### config.mk
export PLATFORM = sky130hd
export DESIGN_NAME = puf_eval_ctrl_flat
export DESIGN_NICKNAME = d
export VERILOG_FILES = /design/src/rtl/puf_eval_ctrl_pkg.sv /design/src/rtl/puf_eval_ctrl_if.sv /design/src/rtl/puf_eval_ctrl_resp_sync.sv /design/src/rtl/puf_eval_ctrl.sv /design/src/flat_wrapper.sv
export SDC_FILE = /design/constraint.sdc
export NUM_CORES = 1
export LEC_CHECK = 0
export ABC_AREA = 1
export BUFFER_PORTS_ARGS = -buffer_cell sky130_fd_sc_hd__buf_4
export CORE_MARGIN = 2
export CORE_UTILIZATION = 47
export DETAILED_ROUTE_END_ITERATION = 10
export GPL_TIMING_DRIVEN = 0
export HOLD_SLACK_MARGIN = 0.02
export PLACE_DENSITY = 0.79
export SETUP_SLACK_MARGIN = 0.3
export SKIP_LAST_GASP = 1
export SYNTH_ARGS = -nofsm -noshare
export SYNTH_HDL_FRONTEND = slang
export SYNTH_HIERARCHICAL = 1
export SYNTH_SLANG_ARGS = --single-unit
export TNS_END_PERCENT = 5
### constraint.sdc
create_clock -name clk_i -period 1.5 [get_ports clk_i]
set_input_delay 0.225 -clock clk_i [delete_from_list [all_inputs] [get_ports clk_i]]
set_output_delay 0.225 -clock clk_i [all_outputs]
set_load 0.03 [all_outputs]
### src/rtl/puf_eval_ctrl_pkg.sv
// Shared types and defaults for the PUF evaluation sequencer.
// The PUF_MAJORITY_VOTE_EN macro (used by puf_eval_ctrl) selects multi-evaluation voting.
package puf_eval_ctrl_pkg;

    localparam int CHAL_W_DEF     = 128;
    localparam int RESP_W_DEF     = 6;
    localparam int RST_CYC_DEF    = 4;
    localparam int SETTLE_CYC_DEF = 16;
    localparam int NUM_EVAL_DEF   = 5;

    typedef enum logic [2:0] {
        ST_IDLE,
        ST_LOAD,
        ST_ARM,
        ST_FIRE,
        ST_CAPTURE,
        ST_DONE
    } state_e;

    // Width of the shared phase down-counter.
    function automatic int cnt_width(input int rst_cyc, input int settle_cyc);
        return $clog2(((rst_cyc > settle_cyc) ? rst_cyc : settle_cyc) + 1);
    endfunction

endpackage

### src/rtl/puf_eval_ctrl_if.sv
// Host-side challenge request / response handshake bundle for puf_eval_ctrl.
interface puf_eval_ctrl_if
    import puf_eval_ctrl_pkg::*;
#(
    parameter int CHAL_W = CHAL_W_DEF,
    parameter int RESP_W = RESP_W_DEF
);
    logic              req_valid;
    logic              req_ready;
    logic [CHAL_W-1:0] req_challenge;
    logic              rsp_valid;
    logic              rsp_ready;
    logic [RESP_W-1:0] rsp_data;
    logic [RESP_W-1:0] rsp_unstable;

    modport master (
        output req_valid, req_challenge, rsp_ready,
        input  req_ready, rsp_valid, rsp_data, rsp_unstable
    );

    modport slave (
        input  req_valid, req_challenge, rsp_ready,
        output req_ready, rsp_valid, rsp_data, rsp_unstable
    );
endinterface

### src/rtl/puf_eval_ctrl_resp_sync.sv
// Two-flop synchroniser for the asynchronous arbiter outputs of the PUF array.
module puf_eval_ctrl_resp_sync #(
    parameter int W = 6
) (
    input  logic         clk_i,
    input  logic         rst_n_i,
    input  logic [W-1:0] d_i,
    output logic [W-1:0] q_o
);
    logic [W-1:0] meta_q;
    logic [W-1:0] sync_q;

    always_ff @(posedge clk_i or negedge rst_n_i) begin
        if (!rst_n_i) begin
            meta_q <= '0;
            sync_q <= '0;
        end else begin
            meta_q <= d_i;
            sync_q <= meta_q;
        end
    end

    assign q_o = sync_q;
endmodule

### src/rtl/puf_eval_ctrl.sv
// Sequencer driving reset/trigger/challenge of the arbiter PUF array and returning its response.
// Define PUF_MAJORITY_VOTE_EN for NUM_EVAL evaluations per challenge with per-bit majority vote.
//
// state   | meaning
// IDLE    | ready for a challenge, array held in reset
// LOAD    | array reset held high for RST_CYC cycles
// ARM     | reset released, challenge settling
// FIRE    | trigger high for SETTLE_CYC cycles, response synchronising
// CAPTURE | sample synchronised response, loop or finish
// DONE    | first cycle registers result, then response held until accepted
module puf_eval_ctrl
    import puf_eval_ctrl_pkg::*;
#(
    parameter int CHAL_W     = CHAL_W_DEF,
    parameter int RESP_W     = RESP_W_DEF,
    parameter int RST_CYC    = RST_CYC_DEF,
    parameter int SETTLE_CYC = SETTLE_CYC_DEF,
    parameter int NUM_EVAL   = NUM_EVAL_DEF
) (
    input  logic              clk_i,
    input  logic              reset_n_i,
    puf_eval_ctrl_if.slave    host,
    output logic              busy_o,
    output logic [CHAL_W-1:0] puf_challenge_o,
    output logic              puf_reset_o,
    output logic              puf_trigger_o,
    input  logic [RESP_W-1:0] puf_response_i
);
    localparam int CNT_W = cnt_width(RST_CYC, SETTLE_CYC);

    state_e              state_q, state_d;
    logic [CNT_W-1:0]    cnt_q, cnt_d;
    logic [CHAL_W-1:0]   chal_q, chal_d;
    logic                rsp_valid_q, rsp_valid_d;
    logic [RESP_W-1:0]   rsp_data_q, rsp_data_d;
    logic                puf_reset_q, puf_trigger_q;
    logic [RESP_W-1:0]   resp_sync;

`ifdef PUF_MAJORITY_VOTE_EN
    localparam int EVAL_W = $clog2(NUM_EVAL + 1);
    logic [EVAL_W-1:0]             eval_q, eval_d;
    logic [RESP_W-1:0][EVAL_W-1:0] ones_q, ones_d;
    logic [RESP_W-1:0]             rsp_unst_q, rsp_unst_d;
`else
    logic [RESP_W-1:0]             cap_q, cap_d;
`endif

    puf_eval_ctrl_resp_sync #(.W(RESP_W)) u_sync (
        .clk_i   (clk_i),
        .rst_n_i (reset_n_i),
        .d_i     (puf_response_i),
        .q_o     (resp_sync)
    );

    always_comb begin
        state_d     = state_q;
        cnt_d       = cnt_q;
        chal_d      = chal_q;
        rsp_valid_d = rsp_valid_q;
        rsp_data_d  = rsp_data_q;
`ifdef PUF_MAJORITY_VOTE_EN
        eval_d      = eval_q;
        ones_d      = ones_q;
        rsp_unst_d  = rsp_unst_q;
`else
        cap_d       = cap_q;
`endif
        case (state_q)
            ST_IDLE: begin
                if (host.req_valid) begin
                    chal_d  = host.req_challenge;
                    cnt_d   = CNT_W'(RST_CYC - 1);
`ifdef PUF_MAJORITY_VOTE_EN
                    eval_d  = '0;
                    ones_d  = '0;
`endif
                    state_d = ST_LOAD;
                end
            end
            ST_LOAD: begin
                if (cnt_q == '0) state_d = ST_ARM;
                else             cnt_d   = cnt_q - 1'b1;
            end
            ST_ARM: begin
                cnt_d   = CNT_W'(SETTLE_CYC - 1);
                state_d = ST_FIRE;
            end
            ST_FIRE: begin
                if (cnt_q == '0) state_d = ST_CAPTURE;
                else             cnt_d   = cnt_q - 1'b1;
            end
            ST_CAPTURE: begin
`ifdef PUF_MAJORITY_VOTE_EN
                for (int i = 0; i < RESP_W; i++)
                    ones_d[i] = ones_q[i] + EVAL_W'(resp_sync[i]);
                eval_d = eval_q + 1'b1;
                if (eval_q == EVAL_W'(NUM_EVAL - 1)) begin
                    state_d = ST_DONE;
                end else begin
                    cnt_d   = CNT_W'(RST_CYC - 1);
                    state_d = ST_LOAD;
                end
`else
                cap_d   = resp_sync;
                state_d = ST_DONE;
`endif
            end
            ST_DONE: begin
                if (!rsp_valid_q) begin
                    rsp_valid_d = 1'b1;
`ifdef PUF_MAJORITY_VOTE_EN
                    for (int i = 0; i < RESP_W; i++) begin
                        rsp_data_d[i] = ones_q[i] > EVAL_W'(NUM_EVAL / 2);
                        rsp_unst_d[i] = (ones_q[i] != '0) && (ones_q[i] != EVAL_W'(NUM_EVAL));
                    end
`else
                    rsp_data_d  = cap_q;
`endif
                end else if (host.rsp_ready) begin
                    rsp_valid_d = 1'b0;
                    state_d     = ST_IDLE;
                end
            end
            default: state_d = ST_IDLE;
        endcase
    end

    // Array controls are registered from the next state so they switch glitch-free with it.
    always_ff @(posedge clk_i or negedge reset_n_i) begin
        if (!reset_n_i) begin
            state_q       <= ST_IDLE;
            cnt_q         <= '0;
            chal_q        <= '0;
            rsp_valid_q   <= 1'b0;
            rsp_data_q    <= '0;
            puf_reset_q   <= 1'b1;
            puf_trigger_q <= 1'b0;
        end else begin
            state_q       <= state_d;
            cnt_q         <= cnt_d;
            chal_q        <= chal_d;
            rsp_valid_q   <= rsp_valid_d;
            rsp_data_q    <= rsp_data_d;
            puf_reset_q   <= (state_d == ST_IDLE) || (state_d == ST_LOAD) || (state_d == ST_DONE);
            puf_trigger_q <= (state_d == ST_FIRE);
        end
    end

`ifdef PUF_MAJORITY_VOTE_EN
    always_ff @(posedge clk_i or negedge reset_n_i) begin
        if (!reset_n_i) begin
            eval_q     <= '0;
            ones_q     <= '0;
            rsp_unst_q <= '0;
        end else begin
            eval_q     <= eval_d;
            ones_q     <= ones_d;
            rsp_unst_q <= rsp_unst_d;
        end
    end
    assign host.rsp_unstable = rsp_unst_q;
`else
    always_ff @(posedge clk_i or negedge reset_n_i) begin
        if (!reset_n_i) cap_q <= '0;
        else            cap_q <= cap_d;
    end
    assign host.rsp_unstable = '0;
`endif

    assign host.req_ready   = (state_q == ST_IDLE);
    assign host.rsp_valid   = rsp_valid_q;
    assign host.rsp_data    = rsp_data_q;
    assign busy_o           = (state_q != ST_IDLE);
    assign puf_challenge_o  = chal_q;
    assign puf_reset_o      = puf_reset_q;
    assign puf_trigger_o    = puf_trigger_q;
endmodule
### src/flat_wrapper.sv
// flat-port wrapper written by rule: the top's interface ports become plain ports
module puf_eval_ctrl_flat import puf_eval_ctrl_pkg::*;
#(
    parameter int CHAL_W     = CHAL_W_DEF,
    parameter int RESP_W     = RESP_W_DEF,
    parameter int RST_CYC    = RST_CYC_DEF,
    parameter int SETTLE_CYC = SETTLE_CYC_DEF,
    parameter int NUM_EVAL   = NUM_EVAL_DEF
)
  (clk_i, reset_n_i, busy_o, puf_challenge_o, puf_reset_o, puf_trigger_o, puf_response_i, host_req_valid, host_req_challenge, host_rsp_ready, host_req_ready, host_rsp_valid, host_rsp_data, host_rsp_unstable);
  puf_eval_ctrl_if #(.CHAL_W(CHAL_W), .RESP_W(RESP_W)) host_i ();
  input  logic clk_i;
  input  logic reset_n_i;
  output logic busy_o;
  output logic [CHAL_W-1:0] puf_challenge_o;
  output logic puf_reset_o;
  output logic puf_trigger_o;
  input  logic [RESP_W-1:0] puf_response_i;
  input wire logic [$bits(host_i.req_valid)-1:0] host_req_valid;
  input wire logic [$bits(host_i.req_challenge)-1:0] host_req_challenge;
  input wire logic [$bits(host_i.rsp_ready)-1:0] host_rsp_ready;
  output wire logic [$bits(host_i.req_ready)-1:0] host_req_ready;
  output wire logic [$bits(host_i.rsp_valid)-1:0] host_rsp_valid;
  output wire logic [$bits(host_i.rsp_data)-1:0] host_rsp_data;
  output wire logic [$bits(host_i.rsp_unstable)-1:0] host_rsp_unstable;
  assign host_i.req_valid = host_req_valid;
  assign host_i.req_challenge = host_req_challenge;
  assign host_i.rsp_ready = host_rsp_ready;
  assign host_req_ready = host_i.req_ready;
  assign host_rsp_valid = host_i.rsp_valid;
  assign host_rsp_data = host_i.rsp_data;
  assign host_rsp_unstable = host_i.rsp_unstable;
  puf_eval_ctrl #(.CHAL_W(CHAL_W), .RESP_W(RESP_W), .RST_CYC(RST_CYC), .SETTLE_CYC(SETTLE_CYC), .NUM_EVAL(NUM_EVAL)) u_core (.clk_i(clk_i), .reset_n_i(reset_n_i), .host(host_i), .busy_o(busy_o), .puf_challenge_o(puf_challenge_o), .puf_reset_o(puf_reset_o), .puf_trigger_o(puf_trigger_o), .puf_response_i(puf_response_i));
endmodule
==> results of run 1 <==
report_power, final:
group,switching (mW),leakage (nW),internal [mW]
combinational,6.82,3.40,3.92
clock,1.74,0.287,2.58
sequential,1.12,2.02,6.29
path summary, 6_finish.rpt:
path | from | to | slack (ns)
max | u_core/state_q[0] | host_req_ready | -0.18
min | reset_n_i | u_core/puf_challenge_o[0] | -0.25
max reg2reg | u_core/state_q[0] | u_core/puf_challenge_o[17] | -0.14
min reg2reg | u_core/u_sync/meta_q[3] | u_core/u_sync/q_o[3] | 0.35
max in group asynchronous | reset_n_i | u_core/puf_reset_o | 0.91
min in group clk_i | host_req_challenge[85] | u_core/puf_challenge_o[85] | 0.03
registers in the layout, indices dropped and copies added, names as in the netlist:
signal,count
u_core/puf_challenge_o,128
u_core/host.rsp_data,6
u_core/puf_trigger_o,1
u_core/cap_q,6
u_core/u_sync/q_o,6
u_core/u_sync/meta_q,6
u_core/host.rsp_valid,1
u_core/cnt_q,5
u_core/state_q,3
u_core/puf_reset_o,1
routing by layer:
| layer | vias up | share of wire, % | global-route usage [%] |
|---|---|---|---|
| li1 | 3107 | - | - |
| met1 | 3291 | 35 | 35.0 |
| met2 | 385 | 52 | 54.3 |
| met3 | 102 | 7.7 | 7.10 |
| met4 | 0 | 5.5 | 16.5 |
| met5 | - | 0 | 0 |
cell families after synthesis:
group                      count (synthesis)  share of synthesized area, %
DFF                                      163                          63.0
other                                      1                        0.0579
buffers and inverters                     63                          5.83
and+or+nand+nor                          319                          19.0
adders and majority gates                  2                         0.386
muxes                                      6                          1.04
AOI/OAI and AO/OA                        138                          10.7
through the flow:
step                setup WS (ns)  setup TNS [ns]  instances  total power [mW]
floorplan                   0.259               0        697              12.9
global placement           -0.666         -118.19       1149              16.8
detailed placement         -0.197          -12.04       1150              17.0
CTS                        -0.199           -2.20       1318              21.8
global route               -0.225          -10.41       1328              23.5
finish                     -0.181           -2.32       1328              22.5
critical path, stage by stage (launching register included):
cell and delay [ns]:
dfrtp_2 0.42, nor2_4 0.14, nand2_4 0.07, buf_12 0.13
buf_12 0.13, inv_8 0.04, buf_6 0.11
cell usage in the layout (no fill, tap or decap), types with 8 or more instances in the layout:
cell type,instances
buf_4,289
nand2_1,289
dfrtp_1,159
dlygate4sd3_1,128
o21ai_0,110
clkbuf_16,20
clkbuf_1,19
buf_6,15
o21ai_1,15
nand3_1,14
inv_1,12
nor2_1,8
o21ai_2,8
cell type report:
| cell class | count | area (um2) | share of cell area (%) |
|---|---|---|---|
| plain buffers | 48 | 425 | 3.84 |
| flip-flops and latches | 163 | 4080 | 36.9 |
| clock buffers | 23 | 478 | 4.31 |
| clock inverters | 9 | 105 | 0.948 |
| multi-input cells | 471 | 2090 | 18.8 |
| diodes | 1 | 2.50 | 0.0226 |
| inverters | 15 | 63.8 | 0.576 |
| repair buffers | 422 | 3620 | 32.6 |
| well taps | 176 | 220 | 1.99 |
timing repair:
action | CTS | global route
endpoints found under the hold margin | 200 | 72
resized for setup | 21 | 53
buffers inserted | 7 | 5
cloned | 1 | 4
pin swaps | 2 | 1
setup endpoints to repair | 255 | 288
==> results.py, run 1 <==
metrics = {
    "status": {
        "outcome": "finished with violations",
        "violations": "hold timing, setup timing",
    },
    "flow_run": {
        "max_cap_violations": 0,
    },
    "final_layout": {
        "final_area_um2": 11100,
        "drive_above_1_share_pct": 33.3,
        "syn_to_final_growth_pct": 71.1,
        "final_nets": 1278,
        "fin_util_pct": 83.0,
        "fillers": 737,
    },
    "global_route": {
        "grt_pass1_wl_um": 34800,
        "track_usage_pct": 31.0,
        "grt_pass1_vias": 6934,
        "grt_overflow": 0,
        "antenna_found_initial": 1,
        "grt_max_degree": 92,
    },
    "route": {
        "routed-via-count": 6885,
        "antenna_left": 0,
        "drt_iter0_drc": 584,
        "via_per_inst": 5.18,
        "wl_um": 23900,
        "drc": 0,
        "wl_per_cell_um": 18.0,
        "first_pass_iters": 5,
    },
    "synthesis": {
        "netlist_area_um2": 6480,
        "synth_area_leaders": "dfrtp_1 63%, nand2_1 17%, o21ai_0 10%, buf_6 2.3%, nand3_1 1.1%",
        "synth_most_common_cell": "nand2_1",
        "ys_ff_latch": 163,
        "yosysWarnings": 6,
        "synth.distinct_cells": 22,
        "seq_area_frac_synth_pct": 63.0,
        "synth_area_leader_cell": "dfrtp_1",
        "ys_top_cells_by_count": "292 x nand2_1, 162 x dfrtp_1, 133 x o21ai_0, 16 x clkbuf_1",
        "avgSynthCellArea_um2": 9.36,
        "synth_edf_count": 0,
        "yosysTopAreaCellShare_pct": 62.6,
        "synth_ff_type": "dfrtp_1",
        "syn_inst": 692,
        "async_reset_ff_share_pct": 100,
    },
    "power": {
        "power.density_nw_per_um2": 2030,
        "peakVddDrop_mv": 1.31,
        "leakage_nw": 5.71,
    },
    "worst_setup_path": {
        "worst-setup-path-type": "flip-flop to output port",
        "worst-path-max-fanout": 4,
        "cp.required_ns": 1.27,
        "endpoint_kind": "output port",
        "reg2reg_depth": 7,
        "arrival_ns": 1.46,
        "critPathLaunchType": "flip-flop",
    },
    "placement": {
        "io_buffers": 276,
        "place_area_um2": 8850,
        "dp_hpwl_um": 13300,
        "gp_congestion": 0.838,
    },
    "timing": {
        "finalHoldWorstSlack_ns": -0.247,
        "rsz0062_at_grt": "yes",
        "worst-slew-pin-transition_ns": 0.723,
        "maxSlewViolCount": 0,
        "final-hold-violation-count": 72,
        "fin_crit_sh_pct": 112,
        "finalCriticalPeriod_ns": 1.68,
        "setup_slack_ns": -0.181,
        "fin_skew_ns": 0.0168,
        "maxSlewHeadroom_pct": 51.8,
        "finalSetupViolCount": 73,
        "fmax_mhz": 595,
    },
    "floorplan": {
        "fp.dieW_um": 121,
        "io_pins": 283,
        "start_util_pct": 48.5,
        "rows": 42,
        "dieHeight_um": 121,
        "core-area_um2": 13300,
        "dieArea_um2": 14700,
    },
    "clock_network": {
        "cts_buffers": 17,
        "clock-sinks": 163,
        "cts-root-buf": "clkbuf_16",
        "htree_num_levels": 4,
        "path_clk_slew_ns": 0.06,
        "hold_buffers": 128,
        "cts_tree": "yes",
        "clock_latency_ns": 0.43,
        "clockBufferDepth": 2,
    },
    "hold_path": {
        "hold_class": "primary input to async pin",
    },
}
Note: power is estimated with default switching activity, not from simulation.
==> inputs of run 2 (changes only) <==
- ABC_AREA: 1 -> not set
- CORE_UTILIZATION: 47 -> 48
- PLACE_DENSITY: 0.79 -> 0.8
==> run 2 against run 1 <==
  * The flow still finishes with violations (hold timing, setup timing)
  * Via count decreased by 37%
  * Die area increased by 1.5%
  * Setup slack got worse by 0.060 ns
  * Count of clock-buffer cells in the layout increased by 1
  * Synthesized cell count decreased by 45%
  * Area after synthesis increased by 3.7%
  * Cell count decreased by 32%
  * Clock power increased by 4%
  * Utilization decreased by 10 points
  * Register-to-register slack got worse by 0.10 ns
  * First-iteration DRC count decreased by 71%
  * Non-clock buffer count decreased by 137
  * Highest routed layer unchanged
==> results.py, run 2 <==
metrics = {
    "timing": {
        "fin_crit_sh_pct": 116,
        "maxSlewViolCount": 0,
        "finalCriticalPeriod_ns": 1.74,
        "setup_tns_ns": -30.26,
        "fmax_mhz": 574,
        "final-hold-violation-count": 73,
        "setup_slack_ns": -0.241,
        "worst-slew-pin-transition_ns": 0.685,
        "finalSetupViolCount": 150,
        "fin_skew_ns": 0.00600,
        "finalHoldWorstSlack_ns": -0.178,
        "maxSlewHeadroom_pct": 54.3,
        "rsz0062_at_grt": "yes",
    },
    "worst_setup_path": {
        "worst-path-max-fanout": 10,
        "r2r-end": "u_core/puf_challenge_o[117]",
        "cp_cell_sequence": "or3_4, nor2_8, buf_12, buf_12, mux2_4",
        "cp.required_ns": 1.79,
        "critPathLaunchType": "flip-flop",
        "worst-setup-path-type": "flip-flop to flip-flop",
        "cpPeakStageDelay_ns": 0.43,
        "reg2reg_slack_ns": -0.24,
        "path_common_cell": "buf_12",
        "cp_slowest_cell": "or3_4",
        "cp-startpoint": "u_core/state_q[0]",
        "endpoint_kind": "flip-flop",
        "arrival_ns": 2.03,
        "reg2reg_depth": 5,
        "r2r_start": "u_core/state_q[0]",
    },
    "hold_path": {
        "hold_class": "primary input to async pin",
    },
    "final_layout": {
        "drive_above_1_share_pct": 61.6,
        "diodes": 0,
        "stdcell_count": 907,
        "layout_common_cells": "288 x buf_4, 162 x dfrtp_1, 100 x mux2_4",
        "largest_register_ffs": 128,
        "final_common_cell": "buf_4",
        "syn_to_final_growth_pct": 49.2,
        "final_nets": 854,
        "fin_util_pct": 72.8,
    },
    "synthesis": {
        "synth_edf_count": 0,
        "yosysTopAreaCellShare_pct": 60.3,
        "async_reset_ff_share_pct": 100,
        "netlist_area_um2": 6720,
        "yosysWarnings": 6,
        "synth_most_common_cell": "dfrtp_1",
        "synth_ff_type": "dfrtp_1",
        "synth.distinct_cells": 39,
        "avgSynthCellArea_um2": 17.6,
        "synth_area_leaders": "dfrtp_1 60%, mux2_4 22%, mux2_1 5.7%, buf_12 3.3%, mux2_2 1.2%",
        "ys_ff_latch": 163,
        "syn_inst": 381,
        "ys_top_cells_by_count": "162 x dfrtp_1, 100 x mux2_4, 34 x mux2_1, 11 x buf_12",
        "seq_area_frac_synth_pct": 60.7,
        "synth_area_leader_cell": "dfrtp_1",
    },
    "route": {
        "wl_um": 15500,
        "first_pass_iters": 4,
        "routed-via-count": 4361,
        "wl_per_cell_um": 17.1,
        "drt_iter0_drc": 171,
        "via_per_inst": 4.81,
        "antenna_left": 0,
        "drc": 0,
    },
    "placement": {
        "place_ws_ns": -0.290,
        "dp_hpwl_um": 11100,
        "io_buffers": 276,
        "post-place-cells": 843,
        "gp_congestion": 0.827,
    },
    "global_route": {
        "grt_overflow": 0,
        "grtUsageMet3_pct": 6.09,
        "grt_pass1_vias": 4685,
        "antenna_found_initial": 0,
        "grt_max_degree": 90,
        "track_usage_pct": 20.5,
        "top_usage_layer": "met2",
        "grt_pass1_wl_um": 23400,
        "met2_usage_pct": 36.2,
        "grtUsageMet1_pct": 23.9,
    },
    "floorplan": {
        "start_util_pct": 48.8,
        "io_pins": 283,
        "fp.dieW_um": 122,
        "core-area_um2": 13800,
        "rows": 43,
        "dieHeight_um": 122,
        "dieArea_um2": 15000,
    },
    "clock_network": {
        "path_clk_slew_ns": 0.06,
        "clock-sinks": 163,
        "clockBufferDepth": 2,
        "htree_num_levels": 4,
        "cts_tree": "yes",
        "clock_latency_ns": 0.41,
        "cts_buffers": 17,
        "cts-root-buf": "clkbuf_16",
    },
    "status": {
        "outcome": "finished with violations",
        "violations": "hold timing, setup timing",
    },
    "power": {
        "peakVddDrop_mv": 1.44,
        "leakage_nw": 4.98,
        "power.density_nw_per_um2": 2310,
    },
    "flow_run": {
        "max_cap_violations": 0,
    },
}
-- run 2: changes by cell type after synthesis, moves of 11 or more --
cell	delta
mux2_4	+100
nand2_1	-290
nand3_1	-14
buf_12	+11
o21ai_0	-126
clkbuf_1	-12
mux2_1	+34
-- run 2: cell type report --
type                       count  area [um2]
tap                          180         225
fill                         900        3750
clock inverter                 8         150
timing repair buffer         309        2420
inverter                       7        26.3
multi-input combinational    192        2320
sequential                   163        4080
buffer                        24         325
clock buffer                  24         472
-- run 2: worst max-delay path by stage --
stage                                        endpoint  slack [ns]  depth (start not counted)
after floorplan             u_core/puf_challenge_o[0]       -0.22                          5
after global placement     u_core/puf_challenge_o[32]       -0.57                          1
after detailed placement   u_core/puf_challenge_o[79]       -0.29                          5
after CTS                 u_core/puf_challenge_o[117]       -0.28                          5
after global routing       u_core/puf_challenge_o[94]       -0.28                          5
final                     u_core/puf_challenge_o[117]       -0.24                          5
-- run 2: cell families after synthesis --
kind of cell	after synthesis	share of synthesized area, %
AOI/OAI and AO/OA	20	1.90
adders and majority gates	2	0.372
other	1	0.0558
buffers and inverters	31	5.07
muxes	143	29.5
and+or+nand+nor	21	2.37
DFF	163	60.7
-- run 2: routing by layer --
| metal | wire (um) | vias up |
|---|---|---|
| li1 | - | 1992 |
| met1 | 6010 | 2163 |
| met2 | 8120 | 182 |
| met3 | 1130 | 24 |
| met4 | 281 | 0 |
| met5 | 0 | - |
-- run 2: repair_timing --
item,in CTS,in global routing
endpoints found under the setup margin,270,287
hold endpoints to repair,95,75
gates cloned,1,0
gates resized for setup,5,2
pin swaps,2,1
hold buffers,22,2
buffers inserted,4,3
-- run 2: stage by stage --
stage | area [um2] | power [mW]
after CTS | 9980 | 23.3
after global routing | 10000 | 24.2
after global placement | 9030 | 18.3
after detailed placement | 9070 | 18.6
after floorplan | 6740 | 14.4
final | 10000 | 23.2
-- run 2: report_power, final --
part           switching [mW]  total, mW  leakage [nW]  internal (mW)
registers                1.21       7.64          1.98           6.44
clock network            1.63       4.51         0.299           2.88
logic                    5.89       11.0          2.70           5.15
total                    8.73       23.2          4.98           14.5
-- run 2: critical path: cells and delay by family, from the launching register on --
kind                   cells  cell delay, ns
flip-flops                 1            0.38
buffers and inverters      2            0.32
multiplexers               1            0.31
AND/OR/NAND/NOR            2            0.60
